$ cat config.mk
export PLATFORM = sky130hd
export DESIGN_NAME = krnl_cbc_axi_ctrl_master
export DESIGN_NICKNAME = d
export VERILOG_FILES = /design/src/rtl/krnl_cbc_axi_ctrl_master_pkg.sv /design/src/rtl/krnl_cbc_axi_ctrl_master.sv
export SDC_FILE = /design/constraint.sdc
export NUM_CORES = 1
export LEC_CHECK = 0
export ABC_AREA = 1
export ABC_CLOCK_PERIOD_IN_PS = 3500
export CORE_UTILIZATION = 55
export CTS_CLUSTER_DIAMETER = 30
export DETAILED_ROUTE_END_ITERATION = 8
export PLACE_DENSITY = 0.85
export SETUP_SLACK_MARGIN = 0.2
export SYNTH_ARGS = -nofsm -noshare
export SYNTH_HDL_FRONTEND = slang
export SYNTH_SLANG_ARGS = --single-unit
$ cat constraint.sdc
create_clock -name ACLK -period 3.5 [get_ports ACLK]
set_input_delay 0.35 -clock ACLK [delete_from_list [all_inputs] [get_ports ACLK]]
set_output_delay 0.35 -clock ACLK [all_outputs]
set_load 0.05 [all_outputs]
$ cat src/rtl/krnl_cbc_axi_ctrl_master_pkg.sv
// Shared CTRL register map and control bit positions of the CBC kernel,
// plus the master's sequencing constants and state encoding.
package krnl_cbc_axi_ctrl_master_pkg;

  localparam logic [11:0] CTRL_ADDR_AP_CTRL   = 12'h000;
  localparam logic [11:0] CTRL_ADDR_MODE      = 12'h010;
  localparam logic [11:0] CTRL_ADDR_IV_W3     = 12'h018;
  localparam logic [11:0] CTRL_ADDR_IV_W2     = 12'h020;
  localparam logic [11:0] CTRL_ADDR_IV_W1     = 12'h028;
  localparam logic [11:0] CTRL_ADDR_IV_W0     = 12'h030;
  localparam logic [11:0] CTRL_ADDR_WORDS_NUM = 12'h038;
  localparam logic [11:0] CTRL_ADDR_SRC_LO    = 12'h040;
  localparam logic [11:0] CTRL_ADDR_SRC_HI    = 12'h044;
  localparam logic [11:0] CTRL_ADDR_DST_LO    = 12'h048;
  localparam logic [11:0] CTRL_ADDR_DST_HI    = 12'h04C;
  localparam logic [11:0] CTRL_ADDR_CBC_MODE  = 12'h050;

  localparam int unsigned CTRL_BIT_START    = 32'd0;
  localparam int unsigned CTRL_BIT_DONE     = 32'd1;
  localparam int unsigned CTRL_BIT_IDLE     = 32'd2;
  localparam int unsigned CTRL_BIT_READY    = 32'd3;
  localparam int unsigned CTRL_BIT_CONTINUE = 32'd4;

  localparam logic [3:0] SEQ_IDX_START    = 4'd11;
  localparam logic [3:0] SEQ_IDX_CONTINUE = 4'd12;
  localparam logic [1:0] AXI_RESP_OKAY    = 2'b00;

  typedef enum logic [2:0] {
    IDLE          = 3'd0,
    WR_REQ        = 3'd1,
    WR_RESP       = 3'd2,
    POLL_GAP_WAIT = 3'd3,
    RD_REQ        = 3'd4,
    RD_RESP       = 3'd5,
    FIN           = 3'd6
  } ctrl_state_e;

  function automatic logic [31:0] ctrl_mask(input int unsigned bit_pos);
    ctrl_mask = 32'd1 << bit_pos;
  endfunction

endpackage

$ cat src/rtl/krnl_cbc_axi_ctrl_master.sv
// AXI4-Lite master that programs the CBC kernel CTRL block, pulses ap_start,
// polls ap_done and acknowledges with ap_continue; one transaction at a time.
module krnl_cbc_axi_ctrl_master
  import krnl_cbc_axi_ctrl_master_pkg::*;
#(
  parameter int unsigned POLL_GAP   = 16,
  parameter int unsigned POLL_LIMIT = 1024
) (
  input  logic        ACLK,
  input  logic        ARESETn,
  input  logic        cmd_valid,
  output logic        cmd_ready,
  input  logic        mode,
  input  logic        cbc_mode,
  input  logic [31:0] iv_w3,
  input  logic [31:0] iv_w2,
  input  logic [31:0] iv_w1,
  input  logic [31:0] iv_w0,
  input  logic [31:0] words_num,
  input  logic [63:0] src_addr,
  input  logic [63:0] dest_addr,
  output logic        done,
  output logic        err,
  output logic        busy,
  output logic [11:0] M_AWADDR,
  output logic        M_AWVALID,
  input  logic        M_AWREADY,
  output logic [31:0] M_WDATA,
  output logic [3:0]  M_WSTRB,
  output logic        M_WVALID,
  input  logic        M_WREADY,
  input  logic [1:0]  M_BRESP,
  input  logic        M_BVALID,
  output logic        M_BREADY,
  output logic [11:0] M_ARADDR,
  output logic        M_ARVALID,
  input  logic        M_ARREADY,
  input  logic [31:0] M_RDATA,
  input  logic [1:0]  M_RRESP,
  input  logic        M_RVALID,
  output logic        M_RREADY
);

  ctrl_state_e r_state, w_state_nxt;
  logic [3:0]  r_idx;
  logic [31:0] r_gap_cnt, r_rd_cnt, w_rd_cnt_inc;
  logic        r_aw_done, r_w_done, r_err;
  logic        r_mode, r_cbc_mode;
  logic [31:0] r_iv_w3, r_iv_w2, r_iv_w1, r_iv_w0, r_words_num;
  logic [63:0] r_src_addr, r_dest_addr;
  logic [11:0] w_wr_addr;
  logic [31:0] w_wr_data;
  logic        w_accept, w_aw_hs, w_w_hs, w_b_hs, w_ar_hs, w_r_hs, w_wr_both;
  logic        w_set_err, w_ap_done;
  logic        w_unused_rdata;

  assign w_accept     = (r_state == IDLE) && cmd_valid;
  assign w_aw_hs      = M_AWVALID && M_AWREADY;
  assign w_w_hs       = M_WVALID && M_WREADY;
  assign w_b_hs       = M_BVALID && M_BREADY;
  assign w_ar_hs      = M_ARVALID && M_ARREADY;
  assign w_r_hs       = M_RVALID && M_RREADY;
  assign w_wr_both    = (r_aw_done || w_aw_hs) && (r_w_done || w_w_hs);
  assign w_rd_cnt_inc = r_rd_cnt + 32'd1;
  assign w_ap_done    = M_RDATA[CTRL_BIT_DONE];
  // Only the done bit of the CTRL word is meaningful to this master.
  assign w_unused_rdata = ^{M_RDATA[31:2], M_RDATA[0]};

  assign cmd_ready = (r_state == IDLE);
  assign busy      = (r_state != IDLE);
  assign done      = (r_state == FIN);
  assign err       = r_err;
  assign M_AWVALID = (r_state == WR_REQ) && !r_aw_done;
  assign M_WVALID  = (r_state == WR_REQ) && !r_w_done;
  assign M_AWADDR  = w_wr_addr;
  assign M_WDATA   = w_wr_data;
  assign M_WSTRB   = 4'hF;
  assign M_BREADY  = (r_state == WR_RESP);
  assign M_ARVALID = (r_state == RD_REQ);
  assign M_ARADDR  = CTRL_ADDR_AP_CTRL;
  assign M_RREADY  = (r_state == RD_RESP);

  // Write sequence: register address and data for the current index.
  always_comb begin
    w_wr_addr = CTRL_ADDR_AP_CTRL;
    w_wr_data = 32'h0000_0000;
    case (r_idx)
      4'd0:    begin w_wr_addr = CTRL_ADDR_MODE;      w_wr_data = {31'b0, r_mode};       end
      4'd1:    begin w_wr_addr = CTRL_ADDR_CBC_MODE;  w_wr_data = {31'b0, r_cbc_mode};   end
      4'd2:    begin w_wr_addr = CTRL_ADDR_IV_W3;     w_wr_data = r_iv_w3;               end
      4'd3:    begin w_wr_addr = CTRL_ADDR_IV_W2;     w_wr_data = r_iv_w2;               end
      4'd4:    begin w_wr_addr = CTRL_ADDR_IV_W1;     w_wr_data = r_iv_w1;               end
      4'd5:    begin w_wr_addr = CTRL_ADDR_IV_W0;     w_wr_data = r_iv_w0;               end
      4'd6:    begin w_wr_addr = CTRL_ADDR_WORDS_NUM; w_wr_data = r_words_num;           end
      4'd7:    begin w_wr_addr = CTRL_ADDR_SRC_LO;    w_wr_data = r_src_addr[31:0];      end
      4'd8:    begin w_wr_addr = CTRL_ADDR_SRC_HI;    w_wr_data = r_src_addr[63:32];     end
      4'd9:    begin w_wr_addr = CTRL_ADDR_DST_LO;    w_wr_data = r_dest_addr[31:0];     end
      4'd10:   begin w_wr_addr = CTRL_ADDR_DST_HI;    w_wr_data = r_dest_addr[63:32];    end
      4'd11:   begin w_wr_addr = CTRL_ADDR_AP_CTRL;   w_wr_data = ctrl_mask(CTRL_BIT_START); end
      4'd12:   begin w_wr_addr = CTRL_ADDR_AP_CTRL;   w_wr_data = ctrl_mask(CTRL_BIT_CONTINUE); end
      default: begin w_wr_addr = CTRL_ADDR_AP_CTRL;   w_wr_data = 32'h0000_0000;         end
    endcase
  end

  // Next-state decode; any non-OKAY response or poll exhaustion ends the job with err.
  always_comb begin
    w_state_nxt = r_state;
    w_set_err   = 1'b0;
    case (r_state)
      IDLE: begin
        if (cmd_valid) w_state_nxt = WR_REQ;
        else           w_state_nxt = IDLE;
      end
      WR_REQ: begin
        if (w_wr_both) w_state_nxt = WR_RESP;
        else           w_state_nxt = WR_REQ;
      end
      WR_RESP: begin
        if (!w_b_hs) begin
          w_state_nxt = WR_RESP;
        end else if (M_BRESP != AXI_RESP_OKAY) begin
          w_state_nxt = FIN;
          w_set_err   = 1'b1;
        end else if (r_idx == SEQ_IDX_CONTINUE) begin
          w_state_nxt = FIN;
        end else if (r_idx == SEQ_IDX_START) begin
          w_state_nxt = POLL_GAP_WAIT;
        end else begin
          w_state_nxt = WR_REQ;
        end
      end
      POLL_GAP_WAIT: begin
        if (r_gap_cnt + 32'd1 >= POLL_GAP) w_state_nxt = RD_REQ;
        else                               w_state_nxt = POLL_GAP_WAIT;
      end
      RD_REQ: begin
        if (w_ar_hs) w_state_nxt = RD_RESP;
        else         w_state_nxt = RD_REQ;
      end
      RD_RESP: begin
        if (!w_r_hs) begin
          w_state_nxt = RD_RESP;
        end else if (M_RRESP != AXI_RESP_OKAY) begin
          w_state_nxt = FIN;
          w_set_err   = 1'b1;
        end else if (w_ap_done) begin
          w_state_nxt = WR_REQ;
        end else if (w_rd_cnt_inc >= POLL_LIMIT) begin
          w_state_nxt = FIN;
          w_set_err   = 1'b1;
        end else begin
          w_state_nxt = POLL_GAP_WAIT;
        end
      end
      FIN:     w_state_nxt = IDLE;
      default: w_state_nxt = IDLE;
    endcase
  end

  // State register.
  always_ff @(posedge ACLK or negedge ARESETn) begin
    if (!ARESETn) r_state <= IDLE;
    else          r_state <= w_state_nxt;
  end

  // Job latch, sequence index, handshake tracking, counters and error flag.
  always_ff @(posedge ACLK or negedge ARESETn) begin
    if (!ARESETn) begin
      r_idx       <= 4'd0;
      r_gap_cnt   <= 32'd0;
      r_rd_cnt    <= 32'd0;
      r_aw_done   <= 1'b0;
      r_w_done    <= 1'b0;
      r_err       <= 1'b0;
      r_mode      <= 1'b0;
      r_cbc_mode  <= 1'b0;
      r_iv_w3     <= 32'd0;
      r_iv_w2     <= 32'd0;
      r_iv_w1     <= 32'd0;
      r_iv_w0     <= 32'd0;
      r_words_num <= 32'd0;
      r_src_addr  <= 64'd0;
      r_dest_addr <= 64'd0;
    end else begin
      if (w_accept) begin
        r_mode      <= mode;
        r_cbc_mode  <= cbc_mode;
        r_iv_w3     <= iv_w3;
        r_iv_w2     <= iv_w2;
        r_iv_w1     <= iv_w1;
        r_iv_w0     <= iv_w0;
        r_words_num <= words_num;
        r_src_addr  <= src_addr;
        r_dest_addr <= dest_addr;
        r_idx       <= 4'd0;
        r_rd_cnt    <= 32'd0;
        r_err       <= 1'b0;
      end else begin
        if (w_b_hs && (M_BRESP == AXI_RESP_OKAY) && (r_idx != SEQ_IDX_CONTINUE))
          r_idx <= r_idx + 4'd1;
        else if (w_r_hs && (M_RRESP == AXI_RESP_OKAY) && w_ap_done)
          r_idx <= SEQ_IDX_CONTINUE;
        if (w_r_hs)    r_rd_cnt <= w_rd_cnt_inc;
        if (w_set_err) r_err    <= 1'b1;
      end
      // Each channel's valid drops after its own handshake until both are done.
      r_aw_done <= (r_state == WR_REQ) && !w_wr_both && (r_aw_done || w_aw_hs);
      r_w_done  <= (r_state == WR_REQ) && !w_wr_both && (r_w_done || w_w_hs);
      r_gap_cnt <= (r_state == POLL_GAP_WAIT) ? r_gap_cnt + 32'd1 : 32'd0;
    end
  end

endmodule

==> flow_metrics.env <==
export IMPL_synth_seq_area_share_pct=51.7
export IMPL_finalNetCount=2951
export IMPL_finalMaxSlewViolations=0
export IMPL_area_delta_synth_final_pct=41.0
export IMPL_clockBufferDepth=3
export IMPL_min_path_type="primary input to flop"
export IMPL_ys_top_cells_by_area="dfrtp_1 52%, nand2_1 21%, inv_1 3.4%, o21ai_0 3.2%, nor2_1 2.7%"
export IMPL_worstSetupStartpoint="r_idx[2]"
export IMPL_synth_warnings=0
export IMPL_final_area_um2=24900
export IMPL_min_period_ns=3.24
export IMPL_vias=18100
export IMPL_status="completed"
export IMPL_power_density_nw_per_um2=934
export IMPL_p_sw_mw=8.65
export IMPL_met3_usage_pct=9.94
export IMPL_placementRows=65
export IMPL_fmax_ghz=0.308
export IMPL_busiest_layer="met2"
export IMPL_synth_largest_area_cell="dfrtp_1"
export IMPL_core_um2=31600
export IMPL_drt_wirelength_per_cell_um=20.5
export IMPL_seqPwrFrac_pct=29.7
export IMPL_grt_use_total_pct=38.8
export IMPL_power_internal_mw=14.6
export IMPL_drive_above_1_share_pct=10.7
export IMPL_cp_num_buf_inv=3
export IMPL_vdd_ir_drop_max_uv=713
export IMPL_clkSlewWorstSetupHoldPaths_ns=0.05
export IMPL_worstPathCellList="inv_2 > nor2_4 > buf_4 > and2_4 > a221oi_1 > o2111ai_1 > buf_12"
export IMPL_synth_cells=2254
export IMPL_grt_ovfl_total=0
export IMPL_die_x_um=181
export IMPL_cts_root_buf="clkbuf_16"
export IMPL_cts_buffers=79
export IMPL_synth_common_cells="964 x nand2_1, 364 x dfrtp_1, 162 x inv_1"
export IMPL_place_congestion=0.950
export IMPL_postRouteWirelength_um=63400
export IMPL_tightest_slew_ns=0.920
export IMPL_cp_slowest_cell="a221oi_1"
export IMPL_utilization_pct=78.8
export IMPL_grt_first_pass_wirelength_um=98000
export IMPL_grtUsageMet2_pct=61.6
export IMPL_r2r_end="r_idx[3]"
export IMPL_io_pins=403
export IMPL_r2r_slack_ns=1.00
export IMPL_dp_hpwl_um=41600
export IMPL_port_buffer_count=348
export IMPL_reg2reg_depth=9
export IMPL_finalSetupViolCount=0
export IMPL_antenna_found_initial=10
export IMPL_cts_sinks=364
export IMPL_met1_usage_pct=46.8
export IMPL_critical_path_class="flop to output pin"
export IMPL_pwr_share_comb_pct=34.9
export IMPL_ys_ff_latch=364
export IMPL_clk_latency_ns=0.59
export IMPL_timing_rr_start="r_idx[0]"
export IMPL_end_kind="output pin"
export IMPL_syn_area_um2=17600
export IMPL_arrival_ns=2.89
export IMPL_placed_cell_area_um2=21800
export IMPL_cpLargestDelayFamily="compound AO/OA/AOI/OAI gates"
export IMPL_relSlewSlack_pct=38.6
export IMPL_drc=0
export IMPL_grt_setup_unrepaired="no"
export IMPL_critPathMaxFanout=33
export IMPL_fin_crit_sh_pct=92.6
export IMPL_grt_max_degree=113
export IMPL_start_util_pct=55.9
export IMPL_hold_depth=3
export IMPL_synth_edff_count=0
export IMPL_yosysTopAreaCellShare_pct=51.7
export IMPL_yosysUniqueCellTypes=42
export IMPL_cp_required_ns=3.15
export IMPL_min_delay_start="iv_w3[18]"
export IMPL_p_clk_share_pct=35.5
export IMPL_vias_per_cell=5.87
export IMPL_syn_avg_cell_area_um2=7.82
export IMPL_start_kind="flop"
export IMPL_ant_nets=0
export IMPL_skew_ns=0.0220
export IMPL_hold_viol=0
export IMPL_grt_pass1_vias=18300
export IMPL_htreeDepth=3
export IMPL_die_h_um=181
export IMPL_yosysMostFrequentCell="nand2_1"
export IMPL_power_leakage_nw=11.8
export IMPL_synth_flop_cell="dfrtp_1"
export IMPL_swShare_pct=37.3
export IMPL_drtIter0Drc=2132
export IMPL_slowest_delay_ns=0.52
export IMPL_tns_ns=0
export IMPL_cts_tree="done"
export IMPL_firstDrtPassIters=8
export IMPL_cap_violations=0
export IMPL_postSynth_asyncResetShare_pct=100
export IMPL_worst_hold_path_endpoint="r_iv_w3[18]"
export IMPL_die_area_um2=32800
-- routing by layer --
metal / vias to the layer above / routed length [µm]
li1: 7943 / -
met1: 8642 / 23400
met2: 1205 / 29400
met3: 314 / 6160
met4: 0 / 4430
met5: - / 0
-- logic make-up (layout without fill, tap and decap cells) --
group / after synthesis / count (layout) / share of synthesized area (%)
XOR/XNOR: 17 / 17 / 0.845
buffers and inverters: 303 / 702 / 7.33
AND/OR/NAND/NOR: 1272 / 1273 / 29.4
AO/OA/AOI/OAI: 290 / 290 / 10.3
flip-flops: 364 / 364 / 51.7
adder cells (fa/ha/maj): 6 / 6 / 0.426
other: 2 / 32 / 0.0426
-- flip-flops by register name, indices dropped and copies added, names as in the netlist --
name         count
r_idx            4
r_iv_w0         32
err              1
r_state          3
r_w_done         1
r_src_addr      64
r_mode           1
r_iv_w3         32
r_iv_w2         32
r_iv_w1         32
r_dest_addr     64
r_rd_cnt        32
r_gap_cnt       32
r_cbc_mode       1
r_words_num     32
r_aw_done        1
-- area by class of cell --
type                       count  area, µm²
inverter                     173        668
timing repair buffer         384       4220
multi-input combinational   1609       7380
tap                          402        503
clock buffer                  96       2220
antenna                        9       22.5
clock inverter                49        734
fill                        2052       6700
sequential                   364       9110
-- worst max path at each step --
stage / to / slack, ns / cells past startpoint
2_1_floorplan: r_idx[2] / 1.03 / 7
3_3_place_gp: M_WDATA[21] / 0.04 / 7
3_5_place_dp: M_WDATA[21] / 0.02 / 7
4_1_cts: M_WDATA[11] / 0.21 / 10
5_1_grt: M_WDATA[25] / 0.20 / 9
6_report: M_WDATA[17] / 0.26 / 7
-- through the flow --
stage	power, mW	setup slack [ns]	instances	hold slack, ns
CTS	23.0	0.215	3076	0.285
detailed placement	14.5	0.0163	2929	0.465
global placement	14.3	0.0403	2929	0.462
finish	23.2	0.258	3086	0.291
global route	24.1	0.201	3086	0.295
floorplan	11.1	1.03	2275	0.0544
-- power by group through the flow --
stage	clock [mW]	sequential [mW]	combinational [mW]
floorplan	0	6.52	4.57
global placement	0	6.71	7.55
detailed placement	0	6.78	7.74
CTS	8.24	6.81	7.98
global route	8.47	6.99	8.60
finish	8.23	6.89	8.09
-- cells in the final DEF (no fill, tap or decap), types with 3 or more instances in the layout --
| cell | instances |
|---|---|
| nand2_2 | 17 |
| nand2_1 | 959 |
| clkdlybuf4s50_1 | 310 |
| xnor2_1 | 3 |
| buf_12 | 44 |
| bufinv_16 | 16 |
| or2_2 | 3 |
| o22ai_1 | 35 |
| clkbuf_16 | 83 |
| diode_2 | 9 |
| nor2_4 | 7 |
| nand3_2 | 4 |
| xor2_1 | 14 |
| a32o_1 | 23 |
| nand3b_1 | 6 |
| inv_2 | 11 |
| inv_1 | 157 |
| conb_1 | 23 |
| nor3_1 | 15 |
| nor2_1 | 124 |
| clkinvlp_4 | 11 |
| clkbuf_1 | 4 |
| nand4_1 | 31 |
| ha_1 | 4 |
| o2111ai_1 | 14 |
| clkinv_2 | 9 |
| nor2_2 | 15 |
| nand3_1 | 83 |
| clkinv_4 | 7 |
| o21ai_1 | 5 |
| inv_6 | 7 |
| o21ai_0 | 111 |
| a221oi_1 | 34 |
| dfrtp_1 | 363 |
| buf_4 | 27 |
| a21oi_1 | 57 |
| clkbuf_8 | 9 |
-- worst register-to-register path: stages, from the launching register on --
cell     delay (ns)
dfrtp_1        0.38
inv_1          0.11
ha_2           0.31
nand3_1        0.27
nand2_1        0.12
nor2_1         0.42
inv_1          0.22
nand3_1        0.26
nand2_1        0.13
o22ai_1        0.19
-- what timing repair did --
action                                 CTS  global route
setup buffers                            0             1
endpoints found under the hold margin   98             0
resized for setup                       12             6
gates cloned                             1             0
pin swaps                                2             3
setup endpoints to repair               35            15
hold buffers                             1             0
(Power assumes the default switching activity.)
